File: src/rtl/panel_scroll_ctrl.sv
// Scroll sequencer for a shift-register LED panel: broadcasts a 2-bit cell select,
// paces shifts with a prescaler and tracks the scroll offset.
module panel_scroll_ctrl #(
  parameter int LEN_W = 6,
  parameter int SPD_W = 4
) (
  input  logic             clk,
  input  logic             rst_n,
  input  logic             start,
  input  logic             stop,
  input  logic             dir,
  input  logic             mode,
  input  logic [SPD_W-1:0] speed,
  input  logic [LEN_W-1:0] length,
  output logic             sel0,
  output logic             sel1,
  output logic             load,
  output logic             busy,
  output logic             done,
  output logic [LEN_W-1:0] pos,
  output logic [2:0]       dbg_state
);

  typedef enum logic [2:0] {
    S_IDLE  = 3'd0,
    S_LOAD  = 3'd1,
    S_WAIT  = 3'd2,
    S_SHIFT = 3'd3,
    S_DONE  = 3'd4
  } state_t;

  state_t state;
  state_t state_nxt;

  // Configuration captured on the IDLE->LOAD edge
  logic             dir_q;
  logic             mode_q;
  logic [SPD_W-1:0] speed_q;
  logic [LEN_W-1:0] len_q;

  logic [SPD_W-1:0] presc;

  logic start_ok;
  logic wrap;
  logic step_due;

  logic [1:0] sel_nxt;
  logic       load_nxt;
  logic       busy_nxt;
  logic       done_nxt;

  assign start_ok  = start && !stop && (length != '0);
  assign wrap      = (pos == len_q - LEN_W'(1));
  assign step_due  = (presc == speed_q);
  assign dbg_state = state;

  // State register
  always_ff @(posedge clk or negedge rst_n) begin
    if (!rst_n) begin
      state <= S_IDLE;
    end else begin
      state <= state_nxt;
    end
  end

  // Next-state logic; stop overrides every transition out of a busy state
  always_comb begin
    state_nxt = state;
    case (state)
      S_IDLE: begin
        if (start_ok) begin
          state_nxt = S_LOAD;
        end
      end
      S_LOAD: begin
        state_nxt = stop ? S_IDLE : S_WAIT;
      end
      S_WAIT: begin
        if (stop) begin
          state_nxt = S_IDLE;
        end else if (step_due) begin
          state_nxt = S_SHIFT;
        end
      end
      S_SHIFT: begin
        if (stop) begin
          state_nxt = S_IDLE;
        end else if (wrap && !mode_q) begin
          state_nxt = S_DONE;
        end else begin
          state_nxt = S_WAIT;
        end
      end
      S_DONE: begin
        state_nxt = S_IDLE;
      end
      default: begin
        state_nxt = S_IDLE;
      end
    endcase
  end

  // Output decode from the upcoming state so the registered outputs line up with state
  always_comb begin
    sel_nxt  = 2'b01;
    load_nxt = 1'b0;
    busy_nxt = 1'b0;
    done_nxt = 1'b0;
    case (state_nxt)
      S_LOAD: begin
        sel_nxt  = 2'b00;
        load_nxt = 1'b1;
        busy_nxt = 1'b1;
      end
      S_WAIT: begin
        busy_nxt = 1'b1;
      end
      S_SHIFT: begin
        sel_nxt  = dir_q ? 2'b10 : 2'b11;
        busy_nxt = 1'b1;
      end
      S_DONE: begin
        done_nxt = 1'b1;
      end
      default: begin
        sel_nxt = 2'b01;
      end
    endcase
  end

  always_ff @(posedge clk or negedge rst_n) begin
    if (!rst_n) begin
      sel1 <= 1'b0;
      sel0 <= 1'b0;
      load <= 1'b0;
      busy <= 1'b0;
      done <= 1'b0;
    end else begin
      sel1 <= sel_nxt[1];
      sel0 <= sel_nxt[0];
      load <= load_nxt;
      busy <= busy_nxt;
      done <= done_nxt;
    end
  end

  // Configuration, prescaler and scroll offset
  always_ff @(posedge clk or negedge rst_n) begin
    if (!rst_n) begin
      dir_q   <= 1'b0;
      mode_q  <= 1'b0;
      speed_q <= '0;
      len_q   <= '0;
      presc   <= '0;
      pos     <= '0;
    end else begin
      if (state == S_IDLE && state_nxt == S_LOAD) begin
        dir_q   <= dir;
        mode_q  <= mode;
        speed_q <= speed;
        len_q   <= length;
      end

      if (state == S_WAIT && state_nxt == S_WAIT) begin
        presc <= presc + SPD_W'(1);
      end else begin
        presc <= '0;
      end

      // An aborted SHIFT leaves the offset where it was
      if (state_nxt == S_LOAD) begin
        pos <= '0;
      end else if (state == S_SHIFT && state_nxt != S_IDLE) begin
        pos <= wrap ? '0 : pos + LEN_W'(1);
      end
    end
  end

endmodule

File: config.mk
export PLATFORM = sky130hd
export DESIGN_NAME = panel_scroll_ctrl
export DESIGN_NICKNAME = d
export VERILOG_FILES = /design/src/rtl/panel_scroll_ctrl.sv
export SDC_FILE = /design/constraint.sdc
export NUM_CORES = 1
export LEC_CHECK = 0
export BUFFER_PORTS_ARGS = -buffer_cell sky130_fd_sc_hd__buf_2
export CELL_PAD_IN_SITES_DETAIL_PLACEMENT = 2
export CELL_PAD_IN_SITES_GLOBAL_PLACEMENT = 2
export CORE_AREA = 2 2 67 69
export DETAILED_ROUTE_END_ITERATION = 10
export DIE_AREA = 0 0 69 71
export GPL_TIMING_DRIVEN = 0
export HOLD_SLACK_MARGIN = 0.06
export PLACE_DENSITY = 0.93
export SLEW_MARGIN = 20
export SYNTH_ARGS = -nofsm -noshare
export SYNTH_HDL_FRONTEND = slang
export SYNTH_SLANG_ARGS = --single-unit
File: constraint.sdc
create_clock -name clk -period 3.6 [get_ports clk]
set_clock_uncertainty 0.1 [all_clocks]
set_input_delay 0.36 -clock clk [delete_from_list [all_inputs] [get_ports clk]]
set_output_delay 0.36 -clock clk [all_outputs]
set_load 0.01 [all_outputs]
Word-level counts from Yosys, hierarchy flattened
Index checks and enable logic that the tools add are counted.
{"block": "word_totals", "reg_bits": 30, "input_bits": 16, "out_inout_bits": 14, "word_cells": 53}
{"block": "classes", "n_addsub": 3, "n_eq_ne": 9, "mux": 16, "reduce_logical": 13}
{"operator": "6-bit 2-to-1 mux", "n": 3}
{"operator": "3-bit 2-to-1 mux", "n": 5}
{"operator": "3-bit by 2-bit equality test with 1-bit output (second input constant)", "n": 4}
{"operator": "3-bit case mux with 4 select lines", "n": 1}
{"operator": "6-bit by 1-bit adder with 6-bit output (second input constant)", "n": 1}
{"operator": "3-bit by 1-bit equality test with 1-bit output (second input constant)", "n": 2}
{"operator": "6-bit equality test", "n": 1}
{"operator": "1-bit logical AND", "n": 6}
{"operator": "6-bit nonzero test", "n": 1}
{"operator": "6-bit by 1-bit subtractor with 6-bit output (second input constant)", "n": 1}
{"operator": "4-bit by 1-bit adder with 4-bit output (second input constant)", "n": 1}
{"operator": "4-bit equality test", "n": 1}
{"operator": "1-bit 2-to-1 mux", "n": 4}
{"operator": "4-bit 2-to-1 mux", "n": 1}
{"operator": "2-bit case mux with 2 select lines", "n": 1}
{"operator": "3-bit equality test (second input constant)", "n": 1}
{"operator": "3-bit zero test", "n": 1}
{"operator": "3-bit nonzero test", "n": 1}
{"operator": "3-bit OR reduction", "n": 1}
{"operator": "1-bit zero test", "n": 2}
{"operator": "2-bit 2-to-1 mux", "n": 1}
{"operator": "2-bit nonzero test", "n": 1}

Longest topological paths before layout
Gate-level depths: netlist of run 1.
{"block": "depth", "ltp_word": 10, "depth_mapped": 7, "depth_no_buf": 7}

Worst setup path before layout of run 1
OpenSTA, ideal clock, no wires.
{"block": "synth_timing", "path_type": "register -> register", "start": "reg len_q[0]", "end": "reg busy", "setup_ns": 0.126, "arrival_ns": 1.743, "required_time_ns": 3.374, "slack_ns": 1.631, "stages_incl_launch_ff": 8, "path_buffers": 0, "synth_period_minus_slack_ns": 1.969, "cell_sequence": "dfrtp_1 inv_1 ha_1 nand2b_1 o211a_1 o31a_1 or2_1 o32a_1"}
{"block": "synth_between", "elab_chain_cells": 9, "elab_cells_between_ends": 11, "cone_classes": "add/sub (1); eq/ne (4); mux (4); reduce/logical (2)"}
{"element": "start: declaration", "line_no": "39", "rtl": "logic [LEN_W-1:0] len_q;"}
{"element": "start signal: assignment", "line_no": "161", "rtl": "len_q <= length;"}
{"element": "6-bit by 1-bit subtractor with 6-bit output (*)", "line_no": "53", "rtl": "assign wrap = (pos == len_q - LEN_W'(1));"}
{"element": "6-bit equality test (*)", "line_no": "53"}
{"element": "1-bit logical AND (*)", "line_no": "88", "rtl": "end else if (wrap && !mode_q) begin"}
{"element": "3-bit 2-to-1 mux (*)", "line_no": "88"}
{"element": "3-bit 2-to-1 mux (*)", "line_no": "86", "rtl": "if (stop) begin"}
{"element": "3-bit case mux with 4 select lines (*)", "line_no": "69", "rtl": "case (state)"}
{"element": "3-bit by 1-bit equality test with 1-bit output or 3-bit by 2-bit equality test with 1-bit output (tied branches)", "line_no": "109", "rtl": "case (state_nxt)"}
{"element": "3-bit OR reduction (no line) (*)"}
{"element": "1-bit 2-to-1 mux (*)", "line_no": "109"}
{"element": "named net busy_nxt", "line_no": "49", "rtl": "logic busy_nxt;"}
{"element": "end signal: assignment", "line_no": "142", "rtl": "busy <= busy_nxt;"}
{"element": "end: declaration", "line_no": "18", "rtl": "output logic busy,"}
The timed path passes the listed nets; every way through them passes the cells marked *.
A chain may end at the register's enable or synchronous reset.

Final worst setup path of run 1
Ends and elaborated chain as after synthesis.

==> flow_summary.ini, run 1 <==
[status]
status = completed

[power]
p_seq_frac = 0.454
power_leakage_nw = 0.856
power_density_mw_per_mm2 = 522
power.share.combinational = 0.251
pwr-share-clk = 0.295
irDropWorstVdd_uv = 196
finalPower_mw = 0.954
switchingPower_mw = 0.300
p_int_mw = 0.654
switching_share = 0.315

[cells_and_area]
drive_gt1_frac = 0.289
syn_to_final_growth_pct = 20.6
insertedDiodeCount = 0
nNetsFinal = 198
fin_cells = 232
nFillCells = 450
final_util = 0.435
fin_area_mm2 = 0.00183

[yosys]
ys_seq_elements = 30
synth_xor_area_frac = 0.0694
synthCells = 142
synth-simple-area-share = 0.186
synth_area_mm2 = 0.00152
synthArstFlopShare = 1.00
synth_edf_count = 0
yosysWarnings = 0
synth_top_family_by_area = simple AND/OR/NAND/NOR gates
avgSynthCellArea_um2 = 10.7
synth_ff_type = dfrtp_1
synth_cell_types = 35
ys_seq_area_frac = 0.495
syn_nets = 161
synthAdderAreaFrac = 0.0248
synth_top_area_frac = 0.495
synth_compound_area_frac = 0.102
synth_area_leaders = dfrtp_1 (50%), mux2_4 (6.9%), xnor2_1 (5.2%)
synth_mux_area_frac = 0.0917
synth_top_area_cell = dfrtp_1

[sta]
min_period_over_period = 0.604
worstMarginPinSlew_ps = 702
setup_ws_ps = 1430
finalSetupTns_ps = 0
min_period_ps = 2170
rsz0062_at_grt = false
fin_hold_ws_ps = 205
hold_viol_final = 0
slew_viol_final = 0
setup-violations-final = 0
max_freq_ghz = 0.460
relSlewSlack = 0.532

[place]
gp_congestion = 0.759
dpl.hpwl_um = 3010
pre_cts_slack_ps = 1420
placed_area_mm2 = 0.00173
placed_cells = 223
portBuffers = 29

[setup_path]
cp.arrival_ps = 2230
r2r_end = busy
r2r-start = len_q[0]
path_class = reg -> reg
rr_worst_depth = 7
worstPathMaxFanout = 7
start_kind = flip-flop
setup.worst_path.end_class = flip-flop
critPathLaunch = len_q[0]
cpPeakStageDelay_ps = 410
r2r_setup_slack_ps = 1430
required_ps = 3660
crit_end = busy
worstPathCellList = inv_1 -> ha_1 -> nand2b_1 -> o211a_1 -> o31a_1 -> or2_1 -> o32a_1
slowest_stage = dfrtp_1

[clocking]
cts_resized = 0
cts_root_buf = clkbuf_8
post-cts-setup-buffer-count = 0
cts_tree = yes
cts_sinks = 30
clk_latency_ps = 280
htree_levels = 2
cts-buffers-inserted = 5
cts_buffer_depth = 2
path_clk_slew_ps = 70

[route]
wire_per_inst_um = 17.4
routed-via-count = 1211
wirelength_um = 4050
viasPerCell = 5.22
drtIter0Drc = 36
drc_errors = 0
firstDrtPassIters = 4
drtAntennaViolNets = 0

[min_path]
holdCritPathClass = in -> reg

[floorplanning]
die_h_um = 71
die_x_um = 69
initial_core_util = 0.360
die_area_mm2 = 0.00490
rows = 24
core_mm2 = 0.00420
design.portCount = 30

[global_route]
grt_max_degree = 31
grt_use_total = 0.184
antenna_found_initial = 0
grt.overflow.total = 0
first_global_vias = 1449
grt_pass1_wl_um = 7150

[job]
drv_cap = 0
-- registers in the layout, summed over array words and instances (netlist names), 3 cells and up --
| signal | flops |
|---|---|
| pos | 6 |
| len_q | 6 |
| presc | 4 |
| dbg_state | 3 |
| speed_q | 4 |
-- kinds of logic (layout without fill, tap and decap cells) --
kind of cell,after synthesis,in the layout
AOI/OAI and AO/OA,24,24
xor gates and xnor gates,12,12
adders and majority gates,3,3
buffers and inverters,10,48
DFF,30,30
muxes,10,10
and+or+nand+nor,53,53
-- worst max-delay path, delay by kind of cell (launching register included) --
kind            cells  cell delay (ps)
compound gates      3              770
simple gates        2              460
flops               1              410
fa+ha+maj           1              240
buf+inv             1               80
-- power by group through the flow --
stage	clock (mW)	combinational, mW	sequential (mW)
5_1_grt	0.308	0.268	0.442
4_1_cts	0.292	0.243	0.435
6_report	0.281	0.239	0.433
3_3_place_gp	0	0.221	0.436
3_5_place_dp	0	0.241	0.440
2_1_floorplan	0	0.166	0.431
-- worst min-delay path by stage --
| stage | start | endpoint | slack [ps] | cells past startpoint |
|---|---|---|---|---|
| 6_report | length[1] | len_q[1] | 200 | 3 |
| 5_1_grt | speed[2] | speed_q[2] | 210 | 2 |
| 4_1_cts | length[1] | len_q[1] | 200 | 3 |
| 3_5_place_dp | rst_n | pos[1] | 350 | 1 |
| 3_3_place_gp | rst_n | pos[1] | 330 | 1 |
| 2_1_floorplan | rst_n | busy | -40 | 0 |
-- timing repair --
item / CTS / global route
hold buffers: 1 / 0
endpoints found under the hold margin: 30 / 0
setup endpoints to repair: 0 / 0
-- cells in the mapped netlist, drive strengths merged (4+ instances only) --
| cell | n |
|---|---|
| a21oi | 8 |
| dfrtp | 30 |
| inv | 5 |
| mux2 | 10 |
| nand2 | 13 |
| nand3 | 5 |
| nor2 | 10 |
| nor3 | 9 |
| o21ai | 5 |
| o22ai | 4 |
| xnor2 | 9 |
-- placed cells by master, fill, tap and decap left out, types with 4 or more instances in the layout --
cell type,instances
a21oi_1,8
buf_2,30
clkbuf_1,4
clkbuf_8,6
dfrtp_1,30
inv_1,5
mux2_4,7
nand2_1,13
nand3_1,5
nor2_1,10
nor3_1,8
o21ai_0,5
o22ai_1,4
xnor2_1,9
-- final cells by class --
type                            count  area [um2]  share of cell area
Timing Repair Buffer               30         155              0.0849
Clock buffer                        7        86.3              0.0473
Buffer                              5        27.5              0.0151
Inverter                            5        18.8              0.0103
Sequential cell                    30         751               0.411
Clock inverter                      1        5.00             0.00274
Tap cell                           52        65.1              0.0356
Multi-Input combinational cell    102         718               0.393
-- layer usage --
layer | vias to the layer above | share of wire | routed length, um | track usage
li1 | 568 | - | - | -
met1 | 619 | 0.42 | 1690 | 0.210
met2 | 21 | 0.54 | 2200 | 0.349
met3 | 3 | 0.029 | 119 | 0.0356
met4 | 0 | 0.0084 | 34 | 0.0523
met5 | - | 0 | 0 | 0
(Power assumes the default switching activity.)
==> run 2, diff against run 1 <==
--- a/config.mk
+++ b/config.mk
@@ -8,12 +8,12 @@
 export BUFFER_PORTS_ARGS = -buffer_cell sky130_fd_sc_hd__buf_2
 export CELL_PAD_IN_SITES_DETAIL_PLACEMENT = 2
 export CELL_PAD_IN_SITES_GLOBAL_PLACEMENT = 2
-export CORE_AREA = 2 2 67 69
+export CORE_AREA = 2 2 73 75
 export DETAILED_ROUTE_END_ITERATION = 10
-export DIE_AREA = 0 0 69 71
+export DIE_AREA = 0 0 75 77
 export GPL_TIMING_DRIVEN = 0
 export HOLD_SLACK_MARGIN = 0.06
-export PLACE_DENSITY = 0.93
+export PLACE_DENSITY = 0.85
 export SLEW_MARGIN = 20
 export SYNTH_ARGS = -nofsm -noshare
 export SYNTH_HDL_FRONTEND = slang
==> constraint.sdc (replaced) <==
create_clock -name clk -period 1.9 [get_ports clk]
set_clock_uncertainty 0.1 [all_clocks]
set_input_delay 0.19 -clock clk [delete_from_list [all_inputs] [get_ports clk]]
set_output_delay 0.19 -clock clk [all_outputs]
set_load 0.01 [all_outputs]
==> flow_summary.ini, run 2 (synthesized netlist as in run 1, its figures left out) <==
[status]
status = finished, violations left
failed_checks = negative setup slack

[place]
placed_cells = 241
portBuffers = 29
gp_congestion = 0.719
dpl.hpwl_um = 2860
placed_area_mm2 = 0.00175

[route]
drc_errors = 0
drtIter0Drc = 26
routed-via-count = 1302
firstDrtPassIters = 4
wirelength_um = 4460
wire_per_inst_um = 16.7
viasPerCell = 4.88
drtAntennaViolNets = 0

[power]
finalPower_mw = 1.93
irDropWorstVdd_uv = 388
power_density_mw_per_mm2 = 924
power_leakage_nw = 0.942

[sta]
min_period_over_period = 1.04
fin_hold_ws_ps = 113
slew_viol_final = 0
min_period_ps = 1970
relSlewSlack = 0.539
worstMarginPinSlew_ps = 691
max_freq_ghz = 0.507
setup-violations-final = 2
setup_ws_ps = -72.1
finalSetupTns_ps = -126
hold_viol_final = 0
rsz0062_at_grt = true

[clocking]
htree_levels = 2
cts_tree = yes
cts_sinks = 30
cts-buffers-inserted = 5
path_clk_slew_ps = 60
cts_buffer_depth = 2
cts_root_buf = clkbuf_8
clk_latency_ps = 290

[min_path]
min_from = stop
holdCritPathClass = in -> reg
min_to = dbg_state[1]
hold_depth = 3

[cells_and_area]
multi_input_area_um2 = 798
fin_cells = 267
layout_common_cells = buf_2 (30), dfrtp_1 (29), nand2_1 (12), dlygate4sd3_1 (12), nor2_1 (10)
final_common_cell = buf_2
syn_to_final_growth_pct = 37.8
insertedDiodeCount = 0
layout.area.seq_um2 = 752
reg_top3 = len_q (6), pos (6)
drive_gt1_frac = 0.381
nNetsFinal = 216
fin_area_mm2 = 0.00209
nFillCells = 547

[setup_path]
rr_worst_depth = 7
worstPathMaxFanout = 4
r2r_end = busy
setup.worst_path.end_class = flip-flop
required_ps = 1970
r2r-start = len_q[0]
r2r_setup_slack_ps = -70
path_class = reg -> reg
start_kind = flip-flop
cp.arrival_ps = 2040

[global_route]
first_global_vias = 1474
grt_use_total = 0.172
grt_max_degree = 31
antenna_found_initial = 0
grt_pass1_wl_um = 7380
grt.overflow.total = 0

[floorplanning]
die_area_mm2 = 0.00578
design.portCount = 30
die_x_um = 75
rows = 26
die_h_um = 77
initial_core_util = 0.304
core_mm2 = 0.00498

[job]
drv_cap = 0
run 2: worst max-delay path by stage:
stage,from,cells past startpoint,endpoint,slack (ps)
6_report,len_q[0],7,busy,-70
5_1_grt,len_q[0],7,busy,-130
4_1_cts,len_q[1],7,busy,-70
3_5_place_dp,len_q[0],7,busy,-260
3_3_place_gp,len_q[0],7,busy,-210
2_1_floorplan,len_q[0],7,busy,-40
run 2: report_power, final:
part	total [mW]	switching [mW]	internal (mW)
clock network	0.502	0.256	0.245
registers	0.844	0.120	0.724
logic	0.585	0.269	0.316
total	1.93	0.645	1.29
run 2: area by class of cell:
type                    instances  share of cell area
plain buffers                   4              0.0132
clock buffers                   5              0.0330
clock inverters                 2             0.00479
inverters                       5             0.00899
multi-input cells             102               0.382
flip-flops and latches         30               0.360
well taps                      70              0.0419
repair buffers                 49               0.156
run 2: critical path: stages (launching register included):
cell	delay [ps]
dfrtp_1	410
inv_2	90
ha_4	160
nand2_2	60
o211a_1	220
o31a_1	280
or2_4	250
o32a_1	290
run 2: metrics by stage:
stage                util  worst slack, ps
floorplan               -            -38.5
global placement    0.352             -207
detailed placement  0.352             -260
CTS                 0.412            -72.6
global route        0.420             -128
finish              0.420            -72.1
run 2: per-layer routing:
layer | global-route usage | vias to the layer above | wire (um)
met1 | 0.198 | 659 | 1810
met5 | 0 | - | 0
li1 | - | 610 | -
met3 | 0.0486 | 7 | 168
met4 | 0.0571 | 0 | 61
met2 | 0.298 | 26 | 2420
run 2: what timing repair did:
action / in CTS / in global routing
setup buffers: 7 / 1
gates resized for setup: 11 / 10
hold buffers: 12 / 0
hold endpoints to repair: 41 / 0
endpoints found under the setup margin: 6 / 18
pin swaps: 6 / 3
